`config.mk`:
```
export PLATFORM = sky130hd
export DESIGN_NAME = boa_mem_write_buffer_flat
export DESIGN_NICKNAME = d
export VERILOG_FILES = /design/src/rtl/boa_wbuf_pkg.sv /design/src/rtl/boa_mem_bus.sv /design/src/rtl/boa_wbuf_fifo.sv /design/src/rtl/boa_mem_write_buffer.sv /design/src/flat_wrapper.sv
export SDC_FILE = /design/constraint.sdc
export NUM_CORES = 1
export LEC_CHECK = 0
export ABC_CLOCK_PERIOD_IN_PS = 2850
export CELL_PAD_IN_SITES_DETAIL_PLACEMENT = 1
export CELL_PAD_IN_SITES_GLOBAL_PLACEMENT = 2
export CORE_UTILIZATION = 34
export DETAILED_ROUTE_END_ITERATION = 16
export PLACE_DENSITY = 0.84
export SLEW_MARGIN = 30
export SYNTH_ARGS = -nofsm -noshare
export SYNTH_HDL_FRONTEND = slang
export SYNTH_SLANG_ARGS = --single-unit
```
`constraint.sdc`:
```
create_clock -name clk -period 2.85 [get_ports clk]
set_clock_uncertainty 0.05 [all_clocks]
set_input_delay 0.57 -clock clk [delete_from_list [all_inputs] [get_ports clk]]
set_output_delay 0.57 -clock clk [all_outputs]
set_load 0.02 [all_outputs]
```
`src/rtl/boa_wbuf_pkg.sv`:
```
// Shared types for the posted-write buffer: queued entry layout and
// the per-cycle request class seen on the upstream port.
package boa_wbuf_pkg;

    // Address width used for the default entry layout; instances with a
    // different address width build their own entry with matching fields.
    localparam int wbuf_alen = 16;

    typedef struct packed {
        logic [wbuf_alen-1:0] addr;
        logic [3:0]           we;
        logic [31:0]          wdata;
    } wbuf_entry_t;

    typedef enum logic [1:0] {
        REQ_IDLE,
        REQ_READ,
        REQ_WRITE
    } req_class_t;

    // A read wins over any byte enables; a write needs at least one lane.
    function automatic req_class_t classify(input logic re, input logic [3:0] we);
        if (re) begin
            return REQ_READ;
        end else if (we != 4'h0) begin
            return REQ_WRITE;
        end
        return REQ_IDLE;
    endfunction

endpackage

```
`src/rtl/boa_mem_bus.sv`:
```
// Simple single-cycle-request memory bus shared by the CPU port and the
// external SRAM controller. The master holds re/we/addr/wdata stable until
// the slave raises ready; ready and rdata belong to the same cycle.
interface boa_mem_bus #(parameter int alen = 16);
    logic            re;
    logic [3:0]      we;
    logic [alen-1:0] addr;
    logic [31:0]     wdata;
    logic [31:0]     rdata;
    logic            ready;

    modport MEM (input re, input we, input addr, input wdata, output rdata, output ready);
    modport CPU (output re, output we, output addr, output wdata, input rdata, input ready);
endinterface

```
`src/rtl/boa_wbuf_fifo.sv`:
```
// Generic register FIFO with async reset. The occupancy counter is the
// only source of full/empty; pointers simply wrap.
module boa_wbuf_fifo
    import boa_wbuf_pkg::*;
#(
    parameter int width = $bits(wbuf_entry_t),
    parameter int depth = 4
) (
    input  logic                       clk,
    input  logic                       rst,
    input  logic                       push,
    input  logic                       pop,
    input  logic [width-1:0]           din,
    output logic [width-1:0]           dout,
    output logic [$clog2(depth+1)-1:0] count
);

    localparam int aw = $clog2(depth);
    localparam int cw = $clog2(depth + 1);

    logic [width-1:0] mem [depth];
    logic [aw-1:0]    wr_ptr;
    logic [aw-1:0]    rd_ptr;
    logic             do_push;
    logic             do_pop;

    assign do_push = push && (count != cw'(depth));
    assign do_pop  = pop && (count != '0);
    assign dout    = mem[rd_ptr];

    // Pointer and occupancy bookkeeping; a simultaneous push and pop
    // leaves the count unchanged.
    always_ff @(posedge clk or posedge rst) begin
        if (rst) begin
            wr_ptr <= '0;
            rd_ptr <= '0;
            count  <= '0;
        end else begin
            if (do_push) begin
                wr_ptr <= wr_ptr + aw'(1);
            end
            if (do_pop) begin
                rd_ptr <= rd_ptr + aw'(1);
            end
            if (do_push && !do_pop) begin
                count <= count + cw'(1);
            end else if (do_pop && !do_push) begin
                count <= count - cw'(1);
            end
        end
    end

    // Storage array; contents need no reset because count gates every read.
    always_ff @(posedge clk) begin
        if (do_push) begin
            mem[wr_ptr] <= din;
        end
    end

endmodule

```
`src/rtl/boa_mem_write_buffer.sv`:
```
// Posted-write buffer between the CPU data port and the external SRAM
// controller. Writes retire into the FIFO immediately while space exists;
// reads wait until every earlier write has drained, then pass straight
// through so read latency is that of the controller alone.
module boa_mem_write_buffer
    import boa_wbuf_pkg::*;
#(
    parameter int alen  = 16,
    parameter int depth = 4
) (
    input  logic                       clk,
    input  logic                       rst,
    boa_mem_bus.MEM                    cpu,
    boa_mem_bus.CPU                    xm,
    output logic                       drained,
    output logic [$clog2(depth+1)-1:0] count
);

    localparam int cw = $clog2(depth + 1);

    typedef struct packed {
        logic [alen-1:0] addr;
        logic [3:0]      we;
        logic [31:0]     wdata;
    } entry_t;

    req_class_t req;
    entry_t     push_e;
    entry_t     head_e;
    logic       push;
    logic       pop;
    logic       empty;
    logic       full;

    assign req     = classify(cpu.re, cpu.we);
    assign empty   = (count == '0);
    assign full    = (count == cw'(depth));
    assign drained = empty;
    assign push_e  = '{addr: cpu.addr, we: cpu.we, wdata: cpu.wdata};
    assign pop     = !rst && !empty && xm.ready;

    boa_wbuf_fifo #(
        .width ($bits(entry_t)),
        .depth (depth)
    ) u_fifo (
        .clk   (clk),
        .rst   (rst),
        .push  (push),
        .pop   (pop),
        .din   (push_e),
        .dout  (head_e),
        .count (count)
    );

    // Downstream drive: queued writes own the bus; only an empty FIFO lets
    // a read through. Everything idles to zero otherwise and during reset.
    always_comb begin
        xm.re    = 1'b0;
        xm.we    = 4'h0;
        xm.addr  = '0;
        xm.wdata = '0;
        if (!rst) begin
            if (!empty) begin
                xm.addr  = head_e.addr;
                xm.we    = head_e.we;
                xm.wdata = head_e.wdata;
            end else if (req == REQ_READ) begin
                xm.re   = 1'b1;
                xm.addr = cpu.addr;
            end
        end
    end

    // Upstream response: writes are accepted on free space alone (a pop in
    // the same cycle does not count), reads see the controller's handshake
    // only once the FIFO is empty.
    always_comb begin
        cpu.ready = 1'b0;
        cpu.rdata = '0;
        push      = 1'b0;
        if (!rst) begin
            if (req == REQ_WRITE && !full) begin
                push      = 1'b1;
                cpu.ready = 1'b1;
            end else if (req == REQ_READ && empty) begin
                cpu.ready = xm.ready;
                cpu.rdata = xm.rdata;
            end
        end
    end

endmodule

```
`src/flat_wrapper.sv`:
```
// flat-port wrapper written by rule: the top's interface ports become plain ports
module boa_mem_write_buffer_flat import boa_wbuf_pkg::*;
#(
    parameter int alen  = 16,
    parameter int depth = 4
)
  (clk, rst, drained, count, cpu_re, cpu_we, cpu_addr, cpu_wdata, cpu_rdata, cpu_ready, xm_re, xm_we, xm_addr, xm_wdata, xm_rdata, xm_ready);
  boa_mem_bus #(.alen(alen)) cpu_i ();
  boa_mem_bus #(.alen(alen)) xm_i ();
  input  logic clk;
  input  logic rst;
  output logic drained;
  output logic [$clog2(depth+1)-1:0] count;
  input wire logic [$bits(cpu_i.re)-1:0] cpu_re;
  input wire logic [$bits(cpu_i.we)-1:0] cpu_we;
  input wire logic [$bits(cpu_i.addr)-1:0] cpu_addr;
  input wire logic [$bits(cpu_i.wdata)-1:0] cpu_wdata;
  output wire logic [$bits(cpu_i.rdata)-1:0] cpu_rdata;
  output wire logic [$bits(cpu_i.ready)-1:0] cpu_ready;
  output wire logic [$bits(xm_i.re)-1:0] xm_re;
  output wire logic [$bits(xm_i.we)-1:0] xm_we;
  output wire logic [$bits(xm_i.addr)-1:0] xm_addr;
  output wire logic [$bits(xm_i.wdata)-1:0] xm_wdata;
  input wire logic [$bits(xm_i.rdata)-1:0] xm_rdata;
  input wire logic [$bits(xm_i.ready)-1:0] xm_ready;
  assign cpu_i.re = cpu_re;
  assign cpu_i.we = cpu_we;
  assign cpu_i.addr = cpu_addr;
  assign cpu_i.wdata = cpu_wdata;
  assign cpu_rdata = cpu_i.rdata;
  assign cpu_ready = cpu_i.ready;
  assign xm_re = xm_i.re;
  assign xm_we = xm_i.we;
  assign xm_addr = xm_i.addr;
  assign xm_wdata = xm_i.wdata;
  assign xm_i.rdata = xm_rdata;
  assign xm_i.ready = xm_ready;
  boa_mem_write_buffer #(.alen(alen), .depth(depth)) u_core (.clk(clk), .rst(rst), .cpu(cpu_i), .xm(xm_i), .drained(drained), .count(count));
endmodule
```
### Word-level counts from Yosys, hierarchy flattened

Memory sizes are Yosys's and may differ from the RTL's.
Index checks and enable logic that the tools add are counted.

* output and inout bits: 90
* input bits: 88
* RAM bits: 208
* memories: 1
* word-level logic and storage cells: 56
* bits in registers: 7

Memory list
* u_core.u_fifo.mem: words 4, width 52, rd ports 1, clocked after Yosys merged registers in 0, wr ports 1, RTL line boa_wbuf_fifo.sv:21 `logic [width-1:0] mem [depth];`

* equality and inequality tests: 4
* muxes and demuxes: 27
* add/sub/neg operators: 4
* reductions and logical operators: 17

Operators with widths (count)
* $mux W32: 5
* $mux W16: 3
* $mux W1: 12
* $logic_and A1 B1 Y1: 8
* $mux W4: 2
* $mux W2: 3
* $mux W3: 2
* $logic_not A1 Y1: 5
* $add A2 B1 Y2 const B: 2
* $reduce_bool A4 Y1: 1
* $add A3 B1 Y3 const B: 1
* $eq A3 B3 Y1 const B: 1
* $logic_not A3 Y1: 1
* $ne A3 B3 Y1 const B: 1
* $reduce_bool A3 Y1: 1
* $sub A3 B1 Y3 const B: 1
* $eq A2 B1 Y1 const B: 1
* $eq A2 B2 Y1 const B: 1
* $reduce_bool A2 Y1: 1

### Longest topological paths before layout

* depth in word-level cells: 13
* depth in mapped cells: 9
* mapped depth without buffers: 9

### Modules after synthesis

Synthesis repeated with hierarchy kept, for this count alone.

* cell total of the unflattened synthesis: 409
* area total of the unflattened synthesis: 8687.1 µm²

By module, submodules not included
* boa_wbuf_fifo: seq. area each 6421.2 µm², instances 1, cells an instance 306, area an instance 7981.4 µm²
* boa_mem_write_buffer: seq. area each 0.0 µm², instances 1, cells an instance 103, area an instance 705.7 µm²

### Least setup slack after synthesis

No wires, ideal clock.

* path kind: reg-to-reg
* start point: register u_core.u_fifo.count[0]
* end point: memory u_core.u_fifo.mem[2][0] (netlist name), enable pin
* path buffers: 0
* cell stages (with the launch flop): 4
* arrival time: 2.484 ns
* required time: 2.385 ns
* path slack: -0.099 ns
* period minus slack after synthesis: 2.949 ns
* library setup time: 0.415 ns
* path through: dfrtp_1 > nor2_2 > a2111oi_4 > and2_1

* word-level cells in the longest chain between the ends: 8
* elaborated cells between the ends (all ways): 9
* classes of those cells: eq/ne: 2; mux: 4; reduce/logical: 3

RTL lines
* start: declaration: RTL line boa_wbuf_fifo.sv:15 `output logic [$clog2(depth+1)-1:0] count`
* start signal: assignment: RTL line boa_wbuf_fifo.sv:46 `count <= count + cw'(1);`
* start signal: assignment: RTL line boa_wbuf_fifo.sv:48 `count <= count - cw'(1);`
* $eq A3 B3 Y1: RTL line boa_mem_write_buffer.sv:37 `assign full = (count == cw'(depth));`
* $logic_not A1 Y1: RTL line boa_mem_write_buffer.sv:82 `if (req == REQ_WRITE && !full) begin`
* $logic_and A1 B1 Y1: RTL line boa_mem_write_buffer.sv:82
* $mux W1: RTL line boa_mem_write_buffer.sv:82
* $mux W1: RTL line boa_mem_write_buffer.sv:81 `if (!rst) begin`
* $logic_and A1 B1 Y1 *: RTL line boa_wbuf_fifo.sv:27 `assign do_push = push && (count != cw'(depth));`
* net u_core.u_fifo.do_push: RTL line boa_wbuf_fifo.sv:24 `logic do_push;`
* $mux W1 *: RTL line boa_wbuf_fifo.sv:55 `if (do_push) begin`
* $mux W1 (not written as such) *: RTL line boa_wbuf_fifo.sv:56 `mem[wr_ptr] <= din;`
* end: declaration: RTL line boa_wbuf_fifo.sv:21

The timed path passes the listed nets; every way through them passes the cells marked *.

### Final worst setup path

* start point: register u_core.u_fifo.rd_ptr[0]
* end point: output xm_addr[15]

* word-level cells in the longest chain between the ends: 3

RTL lines
* start: declaration: RTL line boa_wbuf_fifo.sv:23 `logic [aw-1:0] rd_ptr;`
* start signal: assignment: RTL line boa_wbuf_fifo.sv:43 `rd_ptr <= rd_ptr + aw'(1);`
* $mem_v2 Z4 W52
* $mux W16: RTL line boa_mem_write_buffer.sv:63 `if (!empty) begin`
* $mux W16: RTL line boa_mem_write_buffer.sv:62 `if (!rst) begin`
* end: declaration: RTL line flat_wrapper.sv:22 `output wire logic [$bits(xm_i.addr)-1:0] xm_addr;`

No other way between the ends.

==> summary.txt <==
Synthesis
  – Post-Syn Area: 0.00858 sq mm
  – EDFF count, synth: 208
  – Synth area leader: edfxtp_1
  – Flops & latches, synth: 215
  – Sequential share of the synthesized area: 0.748
  – Synth top area cells: edfxtp_1 (73%), mux4_2 (14%), and2_1 (5.2%)
  – XOR/XNOR share of the synthesized area: 0.00612
  – Most frequent cell after synthesis: edfxtp_1
  – Syn_area_per_cell: 21.0 sq um
  – Synth Area in Compound Gates: 0.0204
  – Post-Synth Simple-Gate Area: 0.0586
  – Main combinational cell family by area after synthesis: multiplexers
  – Synth Area in Adders: 0.00962
  – Syn nets: 502
  – Syn Inst Count: 408
  – Warning count from the yosys run: 0
  – Top cell type's share of synthesized area: 0.728
  – Most used DFF post-synth: edfxtp_1
  – Cell variety after synth: 26
  – Post-synth top cells: edfxtp_1 (208), and2_1 (72), mux4_2 (52), a22o_1 (16), clkbuf_1 (10)
  – Ys async rst share: 0.0326
  – Mux cell area share after synthesis: 0.140

Place
  – Post-DP HPWL: 13000 microns
  – Place WS: -0.274 ns
  – Port Buf Inserts: 177
  – Routability cong.: 0.712

Final layout
  – Share of cells above drive strength 1: 0.273
  – Layout net count: 719
  – Ant. Diodes: 0
  – Area Overhead vs Synth: 37.2%

CTS
  – TritonCTS clock tree: done
  – Worst skew pair latency: 0.50 ns
  – Clock slew at reported path FFs: 0.06 ns
  – H-tree levels: 1
  – CTS root buf: clkbuf_16
  – Clock sinks: 215
  – Clock buffer depth: 3
  – TritonCTS Buffers: 23
  – CTS Hold Bufs: 0

GRT
  – Remaining Overflow, GRT: 0
  – Largest net degree at the start of global routing: 37
  – Initial antenna violation count: 0
  – Overall Global Routing Usage: 0.162
  – First-pass GRT wire length: 31800 microns
  – Number of global-route vias before repair: 5398

Power and ir drop
  – Peak VDD IR: 0.682 mV
  – Pwr Density: 892 mW/mm^2
  – LEAKAGE: 0.00423 uW

Floorplan
  – Die area: 0.0259 sq mm
  – Die width: 161 microns
  – Starting Density: 0.350
  – Die Ht: 161 microns
  – Core Rows: 57
  – Total core area: 0.0245 sq mm
  – IO Count: 178

Detailed routing
  – Drt total wl: 20600 microns
  – Remaining DRCs: 0
  – Antenna Violating Nets Remaining: 0
  – Vias: 4650
  – Drt first pass iters: 4
  – DR iter-0 viols: 218
  – Drt wl/cell: 21.4 microns
  – Via density: 4.82

STA
  – Final setup viols: 0
  – RSZ-0062 raised after global routing: true
  – Post-route clock period utilization: 0.999
  – Fin. Hold Viols: 0
  – Fin Hold WS: 0.463 ns
  – Tmin final: 2.85 ns
  – Slew headroom: 0.749
  – Final WS setup: 0.00282 ns
  – Slew @ Worst Pin: 0.373 ns
  – Slew Limit Fails: 0
  – Fmax: 351 MHz

Setup path
  – CP Cell Sequence: buf_8 > buf_12 > mux4_2 > a22o_1 > buf_4
  – CP endpoint kind: primary output
  – WS Path Type: reg2out
  – CP Data Required Time: 2.23 ns
  – Slowest-stage cell, CP: mux4_2
  – Startpoint types: flip-flop
  – Crit Path Max Fanout: 8
  – WP data arrival: 2.23 ns
  – CP max stage delay: 0.51 ns

Run
  – Max cap viols: 0

Hold path
  – Worst Hold Class: in2async

Run status
  – Status: finished clean
-- power by group --
part           leakage [uW]  switching, uW  internal, uW  total (uW)
sequential          0.00197            140          3850        3990
clock              0.000357           1170          1750        2930
combinational       0.00191           1750          1830        3580
total               0.00423           3060          7430       10500
-- routing by layer --
| metal | GRT usage | part of all wire |
|---|---|---|
| met3 | 0.0289 | 0.045 |
| met2 | 0.303 | 0.54 |
| met4 | 0.0395 | 0.017 |
| met5 | 0 | 0 |
| met1 | 0.191 | 0.40 |
-- critical path, delay by kind of cell, from the launching register on --
family,cells,cell delay (ns)
AO/OA/AOI/OAI,1,0.23
buffers and inverters,3,0.49
flip-flops,1,0.49
multiplexers,1,0.51
-- flip-flops by register name (all words and copies together), names as in the netlist --
name and flops:
u_core.u_fifo.wr_ptr 2, u_core.u_fifo.rd_ptr 2, u_core.u_fifo.count 3, u_core.u_fifo.mem 208
-- final cells by class --
cell class,instances,area [sq um]
Multi-Input combinational cell,165,2040
Inverter,5,18.8
Sequential cell,215,6430
Timing Repair Buffer,215,2140
Fill cell,2327,12800
Tap cell,324,405
Clock buffer,28,594
Clock inverter,13,145
-- layout by cell type, fill, tap and decap left out, drive strengths merged --
cell type	netlist	routed
edfxtp	208	208
ha	5	5
nor4	1	1
bufbuf	0	1
dlygate4sd2	0	41
nand2	1	1
a2111oi	1	1
clkbuf	10	31
mux4	52	52
a22o	16	16
clkdlybuf4s15	0	15
nor2	3	3
clkinv	0	7
clkinvlp	0	2
nor3b	1	1
and3	1	1
mux2	2	2
xnor2	2	2
nor3	2	2
bufinv	0	3
xor2	4	4
fa	1	1
dfrtp	7	7
inv	5	6
clkdlybuf4s50	0	91
and2	72	72
a21o	1	1
buf	13	64
-- timing repair --
action / 4_1_cts / 5_1_grt
buffers inserted: 8 / 0
cloned: 2 / 0
resized for setup: 193 / 19
endpoints found under the setup margin: 85 / 41
pin swaps: 2 / 1
-- stage by stage --
step                      power [uW]   util  setup TNS [ns]  area (sq um)  cells
after floorplan                 6130      -               0          8590    408
after global placement          7590  0.451          -13.29         11100    916
after detailed placement        7690  0.451          -18.08         11100    916
after CTS                      10800  0.483          -0.233         11900    967
after global routing           11000  0.480          -0.573         11800    965
final                          10500  0.480               0         11800    965
-- worst paths after layout --
check / from / end / slack (ns) / depth (start not counted)
hold / removal: rst / u_core.u_fifo.count[1] / 0.46 / 3
hold reg to reg: u_core.u_fifo.wr_ptr[1] / u_core.u_fifo.wr_ptr[1] / 0.55 / 1
min in group clk: u_core.u_fifo.wr_ptr[1] / u_core.u_fifo.wr_ptr[1] / 0.55 / 1
setup reg to reg: u_core.u_fifo.count[0] / u_core.u_fifo.count[2] / 0.51 / 10
setup / recovery: u_core.u_fifo.rd_ptr[0] / xm_addr[15] / 0.003 / 5
max in group asynchronous: rst / u_core.u_fifo.rd_ptr[0] / 2.14 / 3
-- logic make-up after synthesis --
| logic type | count (synthesis) |
|---|---|
| xor+xnor | 6 |
| flops | 215 |
| fa+ha+maj | 6 |
| simple gates | 81 |
| compound gates | 18 |
| mux | 54 |
| buf+inv | 28 |
No activity file was read; power rests on OpenSTA's default activity.
